==> src/rtl/regfile_wb_arbiter.sv <==
// Write-port arbiter for the 8x19 register file: core WB, FFT and crypto sources
// share one write port. Optional pending-destination scoreboard: REGFILE_ARB_SCOREBOARD_EN.
module regfile_wb_arbiter #(
  parameter int unsigned DATA_W       = 19,
  parameter int unsigned ADDR_W       = 3,
  parameter int unsigned NUM_REGS     = 8,
  parameter int unsigned STARVE_LIMIT = 4
) (
  input  logic                clk,
  input  logic                rst_n,
  input  logic                core_wb_valid,
  input  logic [ADDR_W-1:0]   core_wb_addr,
  input  logic [DATA_W-1:0]   core_wb_data,
  output logic                core_wb_ready,
  input  logic                fft_wb_valid,
  input  logic [ADDR_W-1:0]   fft_wb_addr,
  input  logic [DATA_W-1:0]   fft_wb_data,
  output logic                fft_wb_ready,
  input  logic                cry_wb_valid,
  input  logic [ADDR_W-1:0]   cry_wb_addr,
  input  logic [DATA_W-1:0]   cry_wb_data,
  output logic                cry_wb_ready,
  input  logic                reserve_valid,
  input  logic [ADDR_W-1:0]   reserve_addr,
  output logic                reg_write,
  output logic [ADDR_W-1:0]   rd_addr,
  output logic [DATA_W-1:0]   wb_data,
  output logic [1:0]          grant_id,
  output logic [NUM_REGS-1:0] pending_mask
);

  localparam int unsigned CNT_W = 4;
  localparam logic [CNT_W-1:0] LIMIT = CNT_W'(STARVE_LIMIT);
  localparam logic [1:0] GID_NONE = 2'd0;
  localparam logic [1:0] GID_CORE = 2'd1;
  localparam logic [1:0] GID_FFT  = 2'd2;
  localparam logic [1:0] GID_CRY  = 2'd3;

  logic [CNT_W-1:0]  r_fft_cnt;
  logic [CNT_W-1:0]  r_cry_cnt;
  logic              r_rr_cry;
  logic              r_reg_write;
  logic [ADDR_W-1:0] r_rd_addr;
  logic [DATA_W-1:0] r_wb_data;
  logic [1:0]        r_grant_id;

  logic              w_fft_starved;
  logic              w_cry_starved;
  logic [1:0]        w_sel;
  logic [1:0]        w_rr_pick;
  logic [ADDR_W-1:0] w_wr_addr;
  logic [DATA_W-1:0] w_wr_data;

  // Starved accelerators first, then the core, then round-robin among accelerators.
  always_comb begin
    w_fft_starved = fft_wb_valid && (r_fft_cnt == LIMIT);
    w_cry_starved = cry_wb_valid && (r_cry_cnt == LIMIT);
    w_rr_pick     = r_rr_cry ? GID_CRY : GID_FFT;
    w_sel         = GID_NONE;
    if (w_fft_starved && w_cry_starved) w_sel = w_rr_pick;
    else if (w_fft_starved)             w_sel = GID_FFT;
    else if (w_cry_starved)             w_sel = GID_CRY;
    else if (core_wb_valid)             w_sel = GID_CORE;
    else if (fft_wb_valid && cry_wb_valid) w_sel = w_rr_pick;
    else if (fft_wb_valid)              w_sel = GID_FFT;
    else if (cry_wb_valid)              w_sel = GID_CRY;
    if (!rst_n) w_sel = GID_NONE;
  end

  assign core_wb_ready = (w_sel == GID_CORE);
  assign fft_wb_ready  = (w_sel == GID_FFT);
  assign cry_wb_ready  = (w_sel == GID_CRY);

  always_comb begin
    w_wr_addr = core_wb_addr;
    w_wr_data = core_wb_data;
    case (w_sel)
      GID_FFT: begin
        w_wr_addr = fft_wb_addr;
        w_wr_data = fft_wb_data;
      end
      GID_CRY: begin
        w_wr_addr = cry_wb_addr;
        w_wr_data = cry_wb_data;
      end
      default: ;
    endcase
  end

  // Wait counters saturate at the limit; any idle or granted cycle clears them.
  always_ff @(posedge clk or negedge rst_n) begin
    if (!rst_n) begin
      r_fft_cnt <= '0;
      r_cry_cnt <= '0;
      r_rr_cry  <= 1'b0;
    end else begin
      if (!fft_wb_valid || fft_wb_ready) r_fft_cnt <= '0;
      else if (r_fft_cnt != LIMIT)       r_fft_cnt <= r_fft_cnt + CNT_W'(1);
      if (!cry_wb_valid || cry_wb_ready) r_cry_cnt <= '0;
      else if (r_cry_cnt != LIMIT)       r_cry_cnt <= r_cry_cnt + CNT_W'(1);
      if (fft_wb_ready)      r_rr_cry <= 1'b1;
      else if (cry_wb_ready) r_rr_cry <= 1'b0;
    end
  end

  always_ff @(posedge clk or negedge rst_n) begin
    if (!rst_n) begin
      r_reg_write <= 1'b0;
      r_rd_addr   <= '0;
      r_wb_data   <= '0;
      r_grant_id  <= GID_NONE;
    end else begin
      r_reg_write <= (w_sel != GID_NONE);
      r_grant_id  <= w_sel;
      if (w_sel != GID_NONE) begin
        r_rd_addr <= w_wr_addr;
        r_wb_data <= w_wr_data;
      end
    end
  end

  assign reg_write = r_reg_write;
  assign rd_addr   = r_rd_addr;
  assign wb_data   = r_wb_data;
  assign grant_id  = r_grant_id;

`ifdef REGFILE_ARB_SCOREBOARD_EN
  logic [NUM_REGS-1:0] r_pending;
  logic [NUM_REGS-1:0] w_pend_set;
  logic [NUM_REGS-1:0] w_pend_clr;

  // Accelerator write-backs retire a reservation; a same-cycle reserve wins.
  always_comb begin
    w_pend_set = reserve_valid ? (NUM_REGS'(1) << reserve_addr) : '0;
    w_pend_clr = (r_reg_write && r_grant_id[1]) ? (NUM_REGS'(1) << r_rd_addr) : '0;
  end

  always_ff @(posedge clk or negedge rst_n) begin
    if (!rst_n) r_pending <= '0;
    else        r_pending <= (r_pending & ~w_pend_clr) | w_pend_set;
  end

  assign pending_mask = r_pending;
`else
  logic w_unused_reserve;
  assign w_unused_reserve = ^{reserve_valid, reserve_addr};
  assign pending_mask     = '0;
`endif

endmodule

==> config.mk <==
export PLATFORM = sky130hd
export DESIGN_NAME = regfile_wb_arbiter
export DESIGN_NICKNAME = d
export VERILOG_FILES = /design/src/rtl/regfile_wb_arbiter.sv
export SDC_FILE = /design/constraint.sdc
export NUM_CORES = 1
export LEC_CHECK = 0
export ABC_AREA = 1
export CAP_MARGIN = 5
export CORE_MARGIN = 2
export CORE_UTILIZATION = 40
export CTS_CLUSTER_SIZE = 40
export DETAILED_ROUTE_END_ITERATION = 8
export PLACE_DENSITY_LB_ADDON = 0.25
export SLEW_MARGIN = 5
export SYNTH_ARGS = -nofsm -noshare
export SYNTH_HDL_FRONTEND = slang
export SYNTH_SLANG_ARGS = --single-unit
==> constraint.sdc <==
create_clock -name clk -period 2 [get_ports clk]
set_input_delay 0.2 -clock clk [delete_from_list [all_inputs] [get_ports clk]]
set_output_delay 0.2 -clock clk [all_outputs]
set_load 0.005 [all_outputs]
### Word level (Yosys, flattened, before mapping)

Cells that the tools add are included.
Widths: inputs -> output; s select.

* flip-flop bits (word level): 34
* input port bits: 75
* output and inout bits: 36
* word-level logic and storage cells: 45

* add/sub/neg operators: 2
* equal/unequal tests: 7
* mux-type cells: 17
* reduce and logical (&&, ||, !) cells: 12

Operators by type and width (number)
* $pmux 19 s2: 1
* $mux 2: 8
* $mux 4: 4
* $add 4x1->4 const B: 2
* $eq 4x3->1 const B: 2
* $ne 4x3->1 const B: 2
* $reduce_bool 2->1: 4
* $pmux 3 s2: 1
* $eq 2x2->1 const B: 2
* $logic_and 1x1->1: 4
* $mux 1: 3
* $eq 2x1->1 const B: 1
* $logic_not 1->1: 2
* $logic_or 1x1->1: 2

### Depth between registers and ports, before layout

* depth after elaboration: 11
* depth in mapped cells: 13
* mapped depth without buffers: 12

### Worst setup path before layout

No wires, ideal clock.

* kind: register to register
* from: register r_cry_cnt[0]
* to: register r_cry_cnt[1]
* setup time: 0.140 ns
* data arrival time: 1.511 ns
* data required time: 1.860 ns
* path slack: 0.349 ns
* stages on the path, launching flop included: 9
* path buffers: 1
* period minus slack after synthesis: 1.651 ns
* cell sequence: dfrtp_1 inv_1 ha_1 nand4_2 nand3_1 nand2_2 buf_6 o21ai_0 o22ai_1

* word-level cells in the longest chain between the ends: 9
* elaborated cells on any way between the ends: 14
* classes of those cells: add/sub (1); eq/ne (3); mux (6); reduce/logical (4)

RTL lines
* start: declaration: line 40 `logic [CNT_W-1:0] r_cry_cnt;`
* start signal: assignment: line 100 `else if (r_cry_cnt != LIMIT) r_cry_cnt <= r_cry_cnt + CNT_W'(1);`
* $eq 4x3->1: line 57 `w_cry_starved = cry_wb_valid && (r_cry_cnt == LIMIT);`
* $logic_and 1x1->1: line 57
* $mux 2: line 62 `else if (w_cry_starved) w_sel = GID_CRY;`
* $mux 2: line 61 `else if (w_fft_starved) w_sel = GID_FFT;`
* $mux 2: line 60 `if (w_fft_starved && w_cry_starved) w_sel = w_rr_pick;`
* $mux 2: line 67 `if (!rst_n) w_sel = GID_NONE;`
* $eq 2x2->1: line 72 `assign cry_wb_ready = (w_sel == GID_CRY);`
* $logic_or 1x1->1: line 99 `if (!cry_wb_valid || cry_wb_ready) r_cry_cnt <= '0;`
* $mux 4 or $reduce_bool 2->1 (tied branches)

Parallel ways exist; a longest one is shown, timed or not. The select of a mux whose other input is x is not followed.
A chain may end at the register's enable or synchronous reset.

### Worst setup path in the final report

* from: register r_fft_cnt[0]
* to: output port core_wb_ready

* word-level cells in the longest chain between the ends: 6
* elaborated cells on any way between the ends: 7
* classes of those cells: eq/ne (2); mux (3); reduce/logical (2)

RTL lines
* start: declaration: line 39 `logic [CNT_W-1:0] r_fft_cnt;`
* start signal: assignment: line 98 `else if (r_fft_cnt != LIMIT) r_fft_cnt <= r_fft_cnt + CNT_W'(1);`
* $eq 4x3->1 *: line 56 `w_fft_starved = fft_wb_valid && (r_fft_cnt == LIMIT);`
* $logic_and 1x1->1 *: line 56
* $mux 2 or $logic_and 1x1->1 (tied branches): line 61, 60
* $mux 2 *: line 60
* $mux 2 *: line 67
* $eq 2x1->1 *: line 70 `assign core_wb_ready = (w_sel == GID_CORE);`
* end: declaration: line 14 `output logic core_wb_ready,`

Mark *: on every way between the ends. The rest lies on a longest branch, timed or not.

==> Flow_metrics.wiki <==
{| class="wikitable"
! Metric !! Value
|-
| Hold Path Class || in2async
|-
| Number of I/O port buffers || 98
|-
| Final setup violation count || 0
|-
| Peak supply drop || 0.3101 mV
|-
| CTS H-tree depth || 2
|-
| Largest buffer count on any clock path || 2
|-
| Gate count of the mapped netlist || between 200 and 300
|-
| Crit share post-route || 0.9681
|-
| Number of enable-type register cells in the synthesized netlist || 0
|-
| Total iterations of the first detailed-routing run || 4
|-
| Drc violations || 0
|-
| Count of inserted antenna diode cells || 0
|-
| Final number of hold-violating endpoints || 0
|-
| Buffer cell driving the clock tree root || sky130_fd_sc_hd__clkbuf_8
|-
| Worst Setup Start Kind || register
|-
| Total of flip-flops plus latches after synthesis || 34
|-
| Share of synthesized area occupied by flip-flops and latches || 0.4036
|-
| Metal-1 WL || approximately 2.4 mm
|-
| Pin count of the biggest net entering global routing || 24
|-
| Outcome || finished, final reports clean
|-
| Num Clock Sinks || 34
|-
| Core Region || 5107 um2
|-
| Final net count || ~470
|-
| Required time of the critical path || around 1.8 ns
|-
| Data arrival, critical path || 1.74 ns
|-
| Power per unit of standard cell area || 673.7 nW/um2
|-
| Wirelength, routed || approximately 6.0 mm
|-
| Critical Setup Path Class || reg2out
|-
| Clock tree from TritonCTS || done
|-
| Max-slew violations || 0
|-
| Average wire per cell in the routed design || approximately 13 um
|-
| PnR worst setup slack || roughly 0.064 ns
|-
| Die footprint || 5868 um2
|-
| DR top layer || met4
|-
| Leakage dissipation || 1.584 nW
|-
| Placed wire-length estimate after detailed placement || between 4 and 5 mm
|-
| Period minus WS final || 1.936 ns
|-
| Max Cap Viol || 0
|-
| Detail Route Antenna Nets || 0
|-
| Number of global-route vias before repair || 2144
|-
| Die outline width || 76.60 um
|-
| Share of layout cells above drive strength 1 || 0.1276
|-
| Highest fanout seen on the critical path || 4
|-
| Iter 0 DRT Violations || 73
|-
| Nature of the critical path endpoint || output pin
|-
| Setup Skew || 0.004403 ns
|-
| Most frequently used flop master after synthesis || sky130_fd_sc_hd__dfrtp_1
|-
| Cell Area, Synth || 2108 um2
|-
| Layout Utilization || 0.6607
|-
| Unrepaired setup endpoints after global routing || yes
|-
| Weighted congestion at the end of routability-driven global placement || about 0.84
|-
| Syn_area_per_cell || 7.584 um2
|-
| Std cell rows || 26
|-
| Post-synthesis cell type count || 26
|-
| Top achievable clock speed || just over 500 MHz
|-
| Total I/O pin count || 111
|-
| Die height || 76.60 um
|-
| Via density || ~4.7
|-
| Initial standard-cell utilization of the core || 0.4128
|-
| Total via count in the routed design || 2174
|-
| DP Worst Slack || -0.2916 ns
|-
| Total global routing track utilization || 0.2124
|-
| Total clock buffers created by CTS || 5
|-
| Clock network latency to the later pin of the worst-skew pair || 0.29 ns
|-
| Number of filler cells placed in the layout || 470
|-
| First-pass GRT wire length || 10.01 mm
|-
| Met3 wire length || between 600 and 700 um
|-
| Register clock-pin slew on the reported worst setup and hold paths || roughly 0.070 ns
|-
| Antenna violations before repair || 0
|-
| Amount of wire on met2 after detailed routing || 2.954 mm
|-
| Post-synthesis to final-layout area growth || 60.06%
|-
| Count of synthesis-stage warnings from yosys || 0
|-
| Fraction of synthesis flops using an asynchronous set or reset pin || 1.000
|-
| Total congestion overflow after global routing || 0
|}
==> metrics by stage <==
step | std cells | TNS [ns] | power [mW] | hold WS [ns] | instance area (um2)
after floorplan | 285 | 0 | 1.275 | -0.09559 | 2135
after global placement | 451 | -4.439 | 1.723 | 0.02455 | 3184
after detailed placement | 451 | -5.623 | 1.748 | 0.02520 | 3184
after CTS | 459 | -0.1661 | 2.247 | 0.3160 | 3299
after global routing | 462 | -0.04344 | 2.438 | 0.3252 | 3374
final | 462 | 0 | 2.274 | 0.3243 | 3374
==> critical path, stage by stage, from the launching register on <==
cell                            delay, ns
sky130_fd_sc_hd__dfrtp_1             0.39
sky130_fd_sc_hd__inv_2               0.08
sky130_fd_sc_hd__ha_4                0.13
sky130_fd_sc_hd__nand4_1             0.16
sky130_fd_sc_hd__nand3_2             0.11
sky130_fd_sc_hd__nand2_2             0.10
sky130_fd_sc_hd__inv_2               0.12
sky130_fd_sc_hd__nor2_1              0.07
sky130_fd_sc_hd__dlygate4sd2_1       0.28
==> final cells by class <==
class	instances	area [um2]	share of cell area
repair buffers	120	1151	0.3411
multi-input cells	194	1070	0.3170
flip-flops and latches	34	850.8	0.2521
inverters	37	138.9	0.04116
well taps	70	87.58	0.02595
clock buffers	7	76.32	0.02262
==> path summary, 6_finish.rpt <==
path	start	end	slack, ns	cells after the start
min reg2reg	wb_data[11]$_DFFE_PN0P_	wb_data[11]$_DFFE_PN0P_	0.56	3
min in group clk	rst_n	r_cry_cnt[1]$_DFFE_PN0P_	0.41	4
max in group asynchronous	rst_n	reg_write$_DFF_PN0_	1.20	3
min	rst_n	r_cry_cnt[2]$_DFFE_PN0P_	0.32	2
max reg2reg	r_fft_cnt[0]$_DFFE_PN0P_	wb_data[10]$_DFFE_PN0P_	0.16	11
max	r_fft_cnt[0]$_DFFE_PN0P_	core_wb_ready	0.06	8
==> placed cells by master, fill, tap and decap left out, drive strengths merged <==
master	instances
clkdlybuf4s50	94
nand2	63
nand3	48
inv	37
dfrtp	34
o21ai	27
buf	22
or2	22
conb	8
clkbuf	7
nor2	7
a21oi	5
ha	4
nand4	3
xor2	2
nor3	2
xnor2	2
dlygate4sd2	2
o22ai	1
dlygate4sd3	1
dlymetal6s2s	1
==> registers in the layout, summed over array words and instances, names as in the netlist <==
register,count
wb_data,19
r_rr_cry,1
rd_addr,3
r_cry_cnt,4
grant_id,2
r_fft_cnt,4
reg_write,1
==> power breakdown <==
group          total, mW  switching, mW  leakage, nW  internal (mW)
registers          0.879         0.0664        0.401          0.813
logic              0.915          0.399         1.14          0.516
clock network      0.480          0.240       0.0383          0.240
total               2.27          0.706         1.58           1.57
==> layer usage <==
metal / GRT usage / vias up
met3: 0.08412 / 12
met1: 0.2457 / 971
met5: 0 / -
li1: - / 1098
met4: 0.06182 / 0
met2: 0.3628 / 93
==> logic make-up (layout without fill, tap and decap cells) <==
kind of cell / count (synthesis) / after routing / share of synthesized area
compound gates: 33 / 33 / 0.07893
xor+xnor: 4 / 4 / 0.01662
fa+ha+maj: 4 / 4 / 0.02374
buf+inv: 58 / 164 / 0.1401
flops: 34 / 34 / 0.4036
other cells: 1 / 8 / 0.001779
simple gates: 144 / 145 / 0.3353
==> cell usage after synthesis, types with 2 or more instances <==
cell type,count,area [um2]
sky130_fd_sc_hd__ha_1,4,50.05
sky130_fd_sc_hd__nand4_1,2,12.51
sky130_fd_sc_hd__o21ai_1,10,50.05
sky130_fd_sc_hd__o21ai_0,17,85.08
sky130_fd_sc_hd__or2_2,3,18.77
sky130_fd_sc_hd__xor2_1,2,17.52
sky130_fd_sc_hd__buf_4,8,60.06
sky130_fd_sc_hd__nand2_1,58,217.7
sky130_fd_sc_hd__dfrtp_1,34,850.8
sky130_fd_sc_hd__nor2_2,2,12.51
sky130_fd_sc_hd__nor2_1,3,11.26
sky130_fd_sc_hd__buf_6,5,56.30
sky130_fd_sc_hd__a21oi_1,5,25.02
sky130_fd_sc_hd__buf_2,8,40.04
sky130_fd_sc_hd__nand3_1,48,240.2
sky130_fd_sc_hd__nor3_1,2,10.01
sky130_fd_sc_hd__nand2_4,2,22.52
sky130_fd_sc_hd__xnor2_1,2,17.52
sky130_fd_sc_hd__or2_0,19,118.9
sky130_fd_sc_hd__nand2_2,3,18.77
sky130_fd_sc_hd__inv_1,36,135.1
==> timing repair <==
item,in CTS,in global routing
pin swaps,6,5
setup buffers,0,2
hold buffers,1,0
hold endpoints to repair,34,0
cloned,0,1
setup endpoints to repair,25,25
resized for setup,10,13
(Power assumes the default switching activity.)
